--- config.mk ---
export PLATFORM = sky130hd
export DESIGN_NAME = antares_pipeline_controller
export DESIGN_NICKNAME = d
export VERILOG_FILES = /design/src/rtl/antares_pipeline_controller.sv
export SDC_FILE = /design/constraint.sdc
export NUM_CORES = 1
export LEC_CHECK = 0
export CAP_MARGIN = 10
export CORE_MARGIN = 2
export CORE_UTILIZATION = 52
export DETAILED_ROUTE_END_ITERATION = 7
export PLACE_DENSITY = 0.82
export SYNTH_ARGS = -nofsm -noshare
export SYNTH_HDL_FRONTEND = slang
export SYNTH_SLANG_ARGS = --single-unit
--- constraint.sdc ---
create_clock -name clk -period 5.9 [get_ports clk]
set_clock_uncertainty 0.2 [all_clocks]
set_input_delay 1.18 -clock clk [delete_from_list [all_inputs] [get_ports clk]]
set_output_delay 1.18 -clock clk [all_outputs]
set_load 0.005 [all_outputs]
--- src/rtl/antares_pipeline_controller.sv ---
// ---------------------------------------------------------------------------
// antares_pipeline_controller
//
// Central stall/flush sequencer for the five-stage Antares pipeline.
// A hold in a later stage freezes every earlier stage and puts a bubble into
// the stage downstream of the hold. A three-state machine sequences exception
// redirects, and a saturating counter reports front-end stall cycles.
//
// Parameters:
//   EXC_HOLD   - number of cycles REDIRECT lasts (1..15)
//   CNT_WIDTH  - width of the stall-cycle counter
//
// Ports:
//   clk, rst_n        - clock and asynchronous active-low reset
//   if_stall_req      - instruction memory not ready
//   id_hazard         - non-forwardable load-use / branch-operand hazard
//   ex_busy           - multi-cycle mult/div unit busy
//   mem_stall_req     - data memory transaction not complete
//   exc_req           - exception/interrupt committed in MEM (level)
//   *_stall           - hold the pipeline register feeding the next stage
//   *_flush           - replace the instruction leaving that stage by a bubble
//   exc_redirect      - PC loads the exception vector this cycle
//   exc_ack           - one-cycle pulse on the first REDIRECT cycle
//   stall_cycles      - saturating count of cycles with if_stall high
// ---------------------------------------------------------------------------
module antares_pipeline_controller #(
    parameter int EXC_HOLD  = 1,
    parameter int CNT_WIDTH = 32
) (
    input  logic                 clk,
    input  logic                 rst_n,
    input  logic                 if_stall_req,
    input  logic                 id_hazard,
    input  logic                 ex_busy,
    input  logic                 mem_stall_req,
    input  logic                 exc_req,
    output logic                 if_stall,
    output logic                 id_stall,
    output logic                 ex_stall,
    output logic                 mem_stall,
    output logic                 if_flush,
    output logic                 id_flush,
    output logic                 ex_flush,
    output logic                 mem_flush,
    output logic                 exc_redirect,
    output logic                 exc_ack,
    output logic [CNT_WIDTH-1:0] stall_cycles
);

    typedef enum logic [1:0] {
        RUN      = 2'd0,
        WAIT_MEM = 2'd1,
        REDIRECT = 2'd2
    } state_t;

    localparam logic [3:0]           HOLD_INIT = 4'(EXC_HOLD);
    localparam logic [CNT_WIDTH-1:0] CNT_MAX   = {CNT_WIDTH{1'b1}};

    state_t     state;
    state_t     next_state;
    logic [3:0] hold_cnt;
    logic [3:0] next_hold;

    always_ff @(posedge clk or negedge rst_n) begin
        if (!rst_n) begin
            state    <= RUN;
            hold_cnt <= 4'd0;
        end else begin
            state    <= next_state;
            hold_cnt <= next_hold;
        end
    end

    // Stall chain outside REDIRECT: a stage only injects a bubble when its own
    // hold is not already masked by a later-stage hold, so nothing is lost or
    // duplicated. REDIRECT overrides everything and drains the pipe.
    always_comb begin
        next_state   = state;
        next_hold    = hold_cnt;
        mem_stall    = mem_stall_req;
        ex_stall     = mem_stall_req | ex_busy;
        id_stall     = mem_stall_req | ex_busy | id_hazard;
        if_stall     = mem_stall_req | ex_busy | id_hazard | if_stall_req;
        mem_flush    = mem_stall_req;
        ex_flush     = ex_busy & ~mem_stall_req;
        id_flush     = id_hazard & ~(mem_stall_req | ex_busy);
        if_flush     = 1'b0;
        exc_redirect = 1'b0;
        exc_ack      = 1'b0;

        case (state)
            RUN: begin
                if (exc_req) begin
                    if (mem_stall_req) begin
                        next_state = WAIT_MEM;
                    end else begin
                        next_state = REDIRECT;
                        next_hold  = HOLD_INIT;
                    end
                end
            end
            WAIT_MEM: begin
                // The in-flight memory access always completes first.
                if (!mem_stall_req) begin
                    next_state = REDIRECT;
                    next_hold  = HOLD_INIT;
                end
            end
            REDIRECT: begin
                mem_stall    = 1'b0;
                ex_stall     = 1'b0;
                id_stall     = 1'b0;
                if_stall     = 1'b0;
                mem_flush    = 1'b1;
                ex_flush     = 1'b1;
                id_flush     = 1'b1;
                if_flush     = 1'b1;
                exc_redirect = 1'b1;
                // The counter only counts down, so it equals the load value
                // exactly on the first REDIRECT cycle.
                exc_ack      = (hold_cnt == HOLD_INIT);
                if (hold_cnt <= 4'd1) begin
                    next_state = RUN;
                    next_hold  = 4'd0;
                end else begin
                    next_hold  = hold_cnt - 4'd1;
                end
            end
            default: begin
                next_state = RUN;
                next_hold  = 4'd0;
            end
        endcase
    end

    // Front-end stall counter saturates instead of wrapping and survives
    // exceptions; only reset clears it.
    always_ff @(posedge clk or negedge rst_n) begin
        if (!rst_n) begin
            stall_cycles <= '0;
        end else if (if_stall && (stall_cycles != CNT_MAX)) begin
            stall_cycles <= stall_cycles + CNT_WIDTH'(1);
        end
    end

endmodule

# Word level (Yosys, flattened, before mapping)
# Cells that the tools add are included.
dict set report classes {
  addsub 2
  n_eq_ne 7
  n_mux 18
  n_lt_le_gt_ge 1
  n_div 0
  reduce_logical 3
  n_mul 0
  n_bitwise 7
  shift 0
}
# operator n
set ops {}
lappend ops {{$add 32x1->32 const B} 1}
lappend ops {{$ne 32x32->1 const B} 1}
lappend ops {{$mux 4} 3}
lappend ops {{$pmux 4 s3} 1}
lappend ops {{$mux 1} 9}
lappend ops {{$mux 2} 4}
lappend ops {{$ne 2x2->1 const B} 3}
lappend ops {{$pmux 2 s3} 1}
lappend ops {{$eq 4x1->1 const B} 1}
lappend ops {{$le 4x1->1 const B} 1}
lappend ops {{$sub 4x1->4 const B} 1}
lappend ops {{$or 1x1->1} 3}
lappend ops {{$reduce_and 3->1} 1}
lappend ops {{$and 1x1->1} 2}
lappend ops {{$eq 2x1->1 const B} 1}
lappend ops {{$eq 2x2->1 const B} 1}
lappend ops {{$logic_not 2->1} 1}
lappend ops {{$not 1->1} 2}
lappend ops {{$logic_and 1x1->1} 1}
dict set report word_totals {
  rom_bits 0
  output_inout_bits 42
  ram_bits 0
  input_bits 7
  latch_bits 0
  regBits 38
  n_memories 0
}

# Depth between registers and ports, before layout
# Gate-level depths: netlist of run 1.
dict set report depth {
  ltp_word 5
  depth_mapped 7
  mapped_depth_nobuf 7
}

# Least setup slack after synthesis of run 1
# OpenSTA, ideal clock, no wires.
dict set report synth_timing {
  path_type {input-to-output}
  from {input port mem_stall_req}
  to {output port if_stall}
  path_buffers 0
  stages 3
  arrival_time_ns 1.916
  path_slack_ns 2.604
  t_required_ns 4.520
  cell_sequence {or4_1 > nand2_1 > inv_1}
}
dict set report synth_via {
  elab_chain_cells 4
}
# element line
set synth_rtl {}
lappend synth_rtl {{from (decl)} 35} ;# input logic mem_stall_req,
lappend synth_rtl {{$or 1x1->1 (3 in series)} 83} ;# if_stall = mem_stall_req | ex_busy | id_hazard | if_stall_req;
lappend synth_rtl {{$mux 1} 91} ;# case (state)
lappend synth_rtl {{to (decl)} 37} ;# output logic if_stall,
# Every way passes these cells.

# Worst setup path after layout of run 1
# Ends and elaborated chain as after synthesis.

==> flow_metrics.tcl, run 1 <==
set metrics [dict create \
    diodes 0 \
    grt_overflow 0 \
    grt.total_usage 0.223 \
    yosys.area.top_type "dfrtp_1" \
    die_area_um2 4320 \
    met2_length_mm 1.93 \
    nets 259 \
    path_buf_inv 3 \
    cts_made_buffers 5 \
    vias 1669 \
    ctsResizeCount 0 \
    synth_cells 197 \
    worstPathArrival_ns 3.01 \
    relSlewSlack 0.262 \
    final_layout_size_suffix_gt1_frac 0.0680 \
    coreArea_um2 3660 \
    fmax_mhz 228 \
    cts_tree "yes" \
    synth.most_common_cell "dfrtp_1" \
    dr.pass1.iters 4 \
    hpwlAfterDp_mm 3.09 \
    initial_core_util 0.541 \
    worst_ep_required_time_ns 4.52 \
    place.gp.congestion 0.877 \
    htreeDepth 2 \
    syn_nets 207 \
    clk_pin_slew_ns 0.08 \
    power.leakage_nw 1.09 \
    cp_max_fo 8 \
    ir_drop_mv 0.203 \
    cp_slowest_cell "or4_1" \
    num_rows 22 \
    io-pin-count 49 \
    cts.sinks 38 \
    die_w_um 65.7 \
    clk_latency_ns 0.30 \
    setup_tns_ns 0 \
    outcome "complete, no violations" \
    yosysSeqAreaShare 0.480 \
    hold_violations 0 \
    area_growth_pct 31.0 \
    die_h_um 65.7 \
    cp-start-kind "primary input" \
    synth_warnings 0 \
    first_global_vias 1639 \
    synth_cell_types 35 \
    wl_met3_um 236 \
    viasPerCell 5.60 \
    portBuffers 48 \
    ant_nets 0 \
    final_min_period_over_clock_period 0.744 \
    crit_top_cell "clkdlybuf4s50_1" \
    layout_min_cycle_time_ns 4.39 \
    grt_max_degree 39 \
    highest_layer "met4" \
    wl_met1_mm 1.91 \
    grt_pass1_wl_mm 7.38 \
    drv_cap 0 \
    max_stage_delay_ns 0.55 \
    power_density_nw_per_um2 325 \
    ys_top_cells_by_count "38 x dfrtp_1, 19 x nor2_1, 19 x xnor2_1" \
    drc 0 \
    crit_type "primary input to primary output" \
    setup_violations 0 \
    synth_ff_type "dfrtp_1" \
    drt-wirelength-per-cell_um 13.9 \
    worst_pin_slew_ns 1.11 \
    hold_path.class "flip-flop to flip-flop" \
    synth_area_um2 1980 \
    critPathTopFamily "buffers and inverters" \
    drt_iter0_drc 84 \
    slew_violations 0 \
    crit_chain "clkdlybuf4s50_1, or4_1, nand2_1, inv_1, clkdlybuf4s50_1" \
    ys_ff_latch 38 \
    endpoint_kind "primary output" \
    grt_setup_unrepaired "false" \
    totalWireLength_mm 4.15 \
    cts_setup_buffers 0 \
    async_flop_share 1.00 \
    syn_area_per_cell_um2 10.0 \
    synth_top_area_share 0.480 \
    holdBufCountCts 0 \
    synth_edf_count 0 \
    clockBufferDepth 2 \
    antenna_found_initial 0 \
    fin_hold_ws_ns 0.300 \
    synthTopCellsByArea "dfrtp_1 48%, xnor2_1 8.4%, nand4_1 3.8%" \
    ctsRootBufferMaster "clkbuf_8" \
]
[worst paths after layout]
path | endpoint | depth (start not counted) | startpoint | slack (ns)
worst min-delay path | stall_cycles[23]$_DFFE_PN0P_ | 1 | stall_cycles[23]$_DFFE_PN0P_ | 0.30
min in group asynchronous | stall_cycles[4]$_DFFE_PN0P_ | 1 | rst_n | 0.78
max in group asynchronous | state[0]$_DFFE_PN0P_ | 1 | rst_n | 4.19
worst max register to register | stall_cycles[1]$_DFFE_PN0P_ | 4 | stall_cycles[16]$_DFFE_PN0P_ | 3.32
worst min register to register | stall_cycles[23]$_DFFE_PN0P_ | 1 | stall_cycles[23]$_DFFE_PN0P_ | 0.30
worst max-delay path | if_stall | 5 | mem_stall_req | 1.51
[area by class of cell]
| cell class | count | area [um^2] |
|---|---|---|
| inverter | 7 | 26.3 |
| clock buffer | 6 | 82.6 |
| clock inverter | 2 | 12.5 |
| fill | 306 | 1070 |
| sequential | 38 | 951 |
| multi-input combinational | 149 | 986 |
| tap | 48 | 60.1 |
| timing repair buffer | 48 | 475 |
[routing by layer]
layer,GRT usage,up-vias
met3,0.0685,10
met2,0.352,48
met1,0.282,798
li1,-,813
met5,0,-
met4,0.0911,0
[power breakdown]
part | internal, mW | switching (mW) | total [mW]
Combinational | 0.161 | 0.128 | 0.289
Clock | 0.0939 | 0.0953 | 0.189
Sequential | 0.303 | 0.0622 | 0.365
[cells by family after synthesis]
| kind of cell | after synthesis | share of synthesized area |
|---|---|---|
| DFF | 38 | 0.480 |
| xor gates and xnor gates | 27 | 0.119 |
| muxes | 3 | 0.0171 |
| AOI/OAI and AO/OA | 18 | 0.0550 |
| buffers and inverters | 10 | 0.0215 |
| adders and majority gates | 3 | 0.0190 |
| and+or+nand+nor | 98 | 0.288 |
[state kept, by name, summed over array words and instances, names as in the netlist]
name	cells
stall_cycles	32
state	2
hold_cnt	4
[worst reg2reg max path, cell delays in order, from the launching register on]
cell,delay [ns]
dfrtp_1,0.45
and4_1,0.30
and4_1,0.21
a21oi_1,0.88
mux2_2,0.43
[stage by stage]
| step | util | cells | total power [mW] | cell area, um^2 | worst slack [ns] |
|---|---|---|---|---|---|
| finish | 0.708 | 298 | 0.843 | 2590 | 1.51 |
| global route | 0.708 | 298 | 0.903 | 2590 | 1.42 |
| floorplan | - | 197 | 0.511 | 1980 | 2.60 |
| detailed placement | 0.683 | 290 | 0.662 | 2500 | 1.51 |
| global placement | 0.683 | 290 | 0.651 | 2500 | 1.54 |
| CTS | 0.708 | 298 | 0.853 | 2590 | 1.51 |
[layout by cell type (no fill, tap or decap), types with 2 or more instances in the layout]
cell type,n
clkdlybuf4s50_1,47
dfrtp_1,38
nor2_1,19
xnor2_1,19
nand2_1,15
nand4_1,12
nand3_1,11
and4_1,8
xor2_1,8
inv_1,7
o21ai_0,7
nor3_1,6
clkbuf_8,6
nand2b_1,5
and3_1,5
a21oi_1,5
and2_1,3
nor4_1,3
mux2_2,3
ha_1,3
nand4_4,2
or3_1,2
o311ai_0,2
No activity file was read; power rests on OpenSTA's default activity.
==> inputs of run 2 (changes only) <==
--- a/config.mk
+++ b/config.mk
@@ -7,9 +7,9 @@
 export LEC_CHECK = 0
 export CAP_MARGIN = 10
 export CORE_MARGIN = 2
-export CORE_UTILIZATION = 52
+export CORE_UTILIZATION = 44
 export DETAILED_ROUTE_END_ITERATION = 7
-export PLACE_DENSITY = 0.82
+export PLACE_DENSITY = 0.73
 export SYNTH_ARGS = -nofsm -noshare
 export SYNTH_HDL_FRONTEND = slang
 export SYNTH_SLANG_ARGS = --single-unit
==> constraint.sdc (replaced) <==
create_clock -name clk -period 3.8 [get_ports clk]
set_clock_uncertainty 0.2 [all_clocks]
set_input_delay 0.76 -clock clk [delete_from_list [all_inputs] [get_ports clk]]
set_output_delay 0.76 -clock clk [all_outputs]
set_load 0.005 [all_outputs]
==> flow_metrics.tcl, run 2 (same netlist as run 1, synthesis figures left out) <==
set metrics [dict create \
    totalWireLength_mm 4.33 \
    num_rows 24 \
    initial_core_util 0.455 \
    largest_register_ff_count 32 \
    swShare 0.338 \
    place.gp.congestion 0.819 \
    worstPathArrival_ns 2.50 \
    clk_pin_slew_ns 0.07 \
    power.leakage_nw 1.10 \
    clk_latency_ns 0.30 \
    hold_path.class "flip-flop to flip-flop" \
    crit_type "primary input to primary output" \
    worst_ep_required_time_ns 2.84 \
    die_area_um2 5050 \
    regMostFlops "stall_cycles" \
    cp-start-kind "primary input" \
    drc 0 \
    hpwlAfterDp_mm 3.11 \
    grt_pass1_wl_mm 7.44 \
    fmax_mhz 289 \
    final_common_cell "clkdlybuf4s50_1" \
    final_layout_size_suffix_gt1_frac 0.0677 \
    grt_max_degree 39 \
    final_cell_mix "47 x clkdlybuf4s50_1, 38 x dfrtp_1, 19 x nor2_1, 19 x xnor2_1, 15 x nand2_1" \
    endpoint_kind "primary output" \
    grt_setup_unrepaired "false" \
    internal_power_uw 868 \
    slew_violations 0 \
    portBuffers 48 \
    total_power_mw 1.31 \
    nets 260 \
    antenna_found_initial 0 \
    final_min_period_over_clock_period 0.911 \
    area_growth_pct 31.5 \
    coreArea_um2 4350 \
    drv_cap 0 \
    diodes 0 \
    fin_hold_ws_ns 0.302 \
    drt_iter0_drc 96 \
    ctsRootBufferMaster "clkbuf_8" \
    vias 1631 \
    setup_violations 0 \
    largestRegisters "stall_cycles x32, hold_cnt x4, state x2" \
    io-pin-count 49 \
    ctsResizeCount 0 \
    fin_util 0.598 \
    viasPerCell 5.38 \
    cp_max_fo 6 \
    layout_min_cycle_time_ns 3.46 \
    cts_tree "yes" \
    power_density_nw_per_um2 503 \
    die_h_um 71.1 \
    combPwrFrac 0.345 \
    seqPwrFrac 0.433 \
    htreeDepth 2 \
    drt-wirelength-per-cell_um 14.3 \
    power_frac_clock 0.223 \
    hold_violations 0 \
    relSlewSlack 0.260 \
    outcome "complete, no violations" \
    ant_nets 0 \
    first_global_vias 1553 \
    worst_pin_slew_ns 1.11 \
    holdBufCountCts 0 \
    die_w_um 71.1 \
    ir_drop_mv 0.371 \
    dr.pass1.iters 4 \
    grt.total_usage 0.186 \
    clockBufferDepth 2 \
    fillers 380 \
    cts_made_buffers 5 \
    cts.sinks 38 \
    setup_tns_ns 0 \
    grt_overflow 0 \
    cts_setup_buffers 0 \
    p_sw_uw 442 \
]
-- run 2: cell types whose count changed in the layout (fill, tap and decap cells not counted) --
cell        before  now
buf_4            0    1
clkbuf_1         0    1
clkinvlp_4       1    0
-- run 2: cell type report --
| type | count | area (um^2) | area share |
|---|---|---|---|
| multi-input combinational | 149 | 986 | 0.379 |
| sequential | 38 | 951 | 0.365 |
| timing repair buffer | 49 | 483 | 0.186 |
| clock buffer | 7 | 86.3 | 0.0332 |
| tap | 52 | 65.1 | 0.0250 |
| inverter | 7 | 26.3 | 0.0101 |
| clock inverter | 1 | 5.00 | 0.00192 |
-- run 2: per-layer routing --
layer	wire [um]	GRT usage
met4	55	0.0671
met5	0	0
met3	284	0.0670
met2	1890	0.265
met1	2100	0.262
-- run 2: final timing paths --
path | start | end | slack, ns | depth (start not counted)
max | ex_busy | if_stall | 0.34 | 5
min | stall_cycles[23]$_DFFE_PN0P_ | stall_cycles[23]$_DFFE_PN0P_ | 0.30 | 1
max reg2reg | stall_cycles[16]$_DFFE_PN0P_ | stall_cycles[1]$_DFFE_PN0P_ | 1.22 | 4
min reg2reg | stall_cycles[23]$_DFFE_PN0P_ | stall_cycles[23]$_DFFE_PN0P_ | 0.30 | 1
max in group asynchronous | rst_n | stall_cycles[17]$_DFFE_PN0P_ | 2.50 | 1
min in group asynchronous | rst_n | stall_cycles[29]$_DFFE_PN0P_ | 0.36 | 1
-- run 2: critical path: stages --
cell and delay [ns]:
clkdlybuf4s50_1 0.45, or4_1 0.51, nand2_1 0.18, inv_1 0.13, clkdlybuf4s50_1 0.47
-- run 2: power by group through the flow --
stage	clock, mW	combinational, mW	sequential (mW)
2_1_floorplan	0	0.235	0.559
3_3_place_gp	0	0.443	0.572
3_5_place_dp	0	0.457	0.572
4_1_cts	0.302	0.458	0.566
5_1_grt	0.316	0.507	0.578
6_report	0.292	0.452	0.567
-- run 2: metrics by stage --
| step | cell area (um^2) | setup WS [ns] | cells |
|---|---|---|---|
| floorplan | 1980 | 1.34 | 197 |
| finish | 2600 | 0.337 | 303 |
| global route | 2600 | 0.235 | 303 |
| detailed placement | 2510 | 0.336 | 295 |
| global placement | 2510 | 0.342 | 295 |
| CTS | 2600 | 0.336 | 303 |
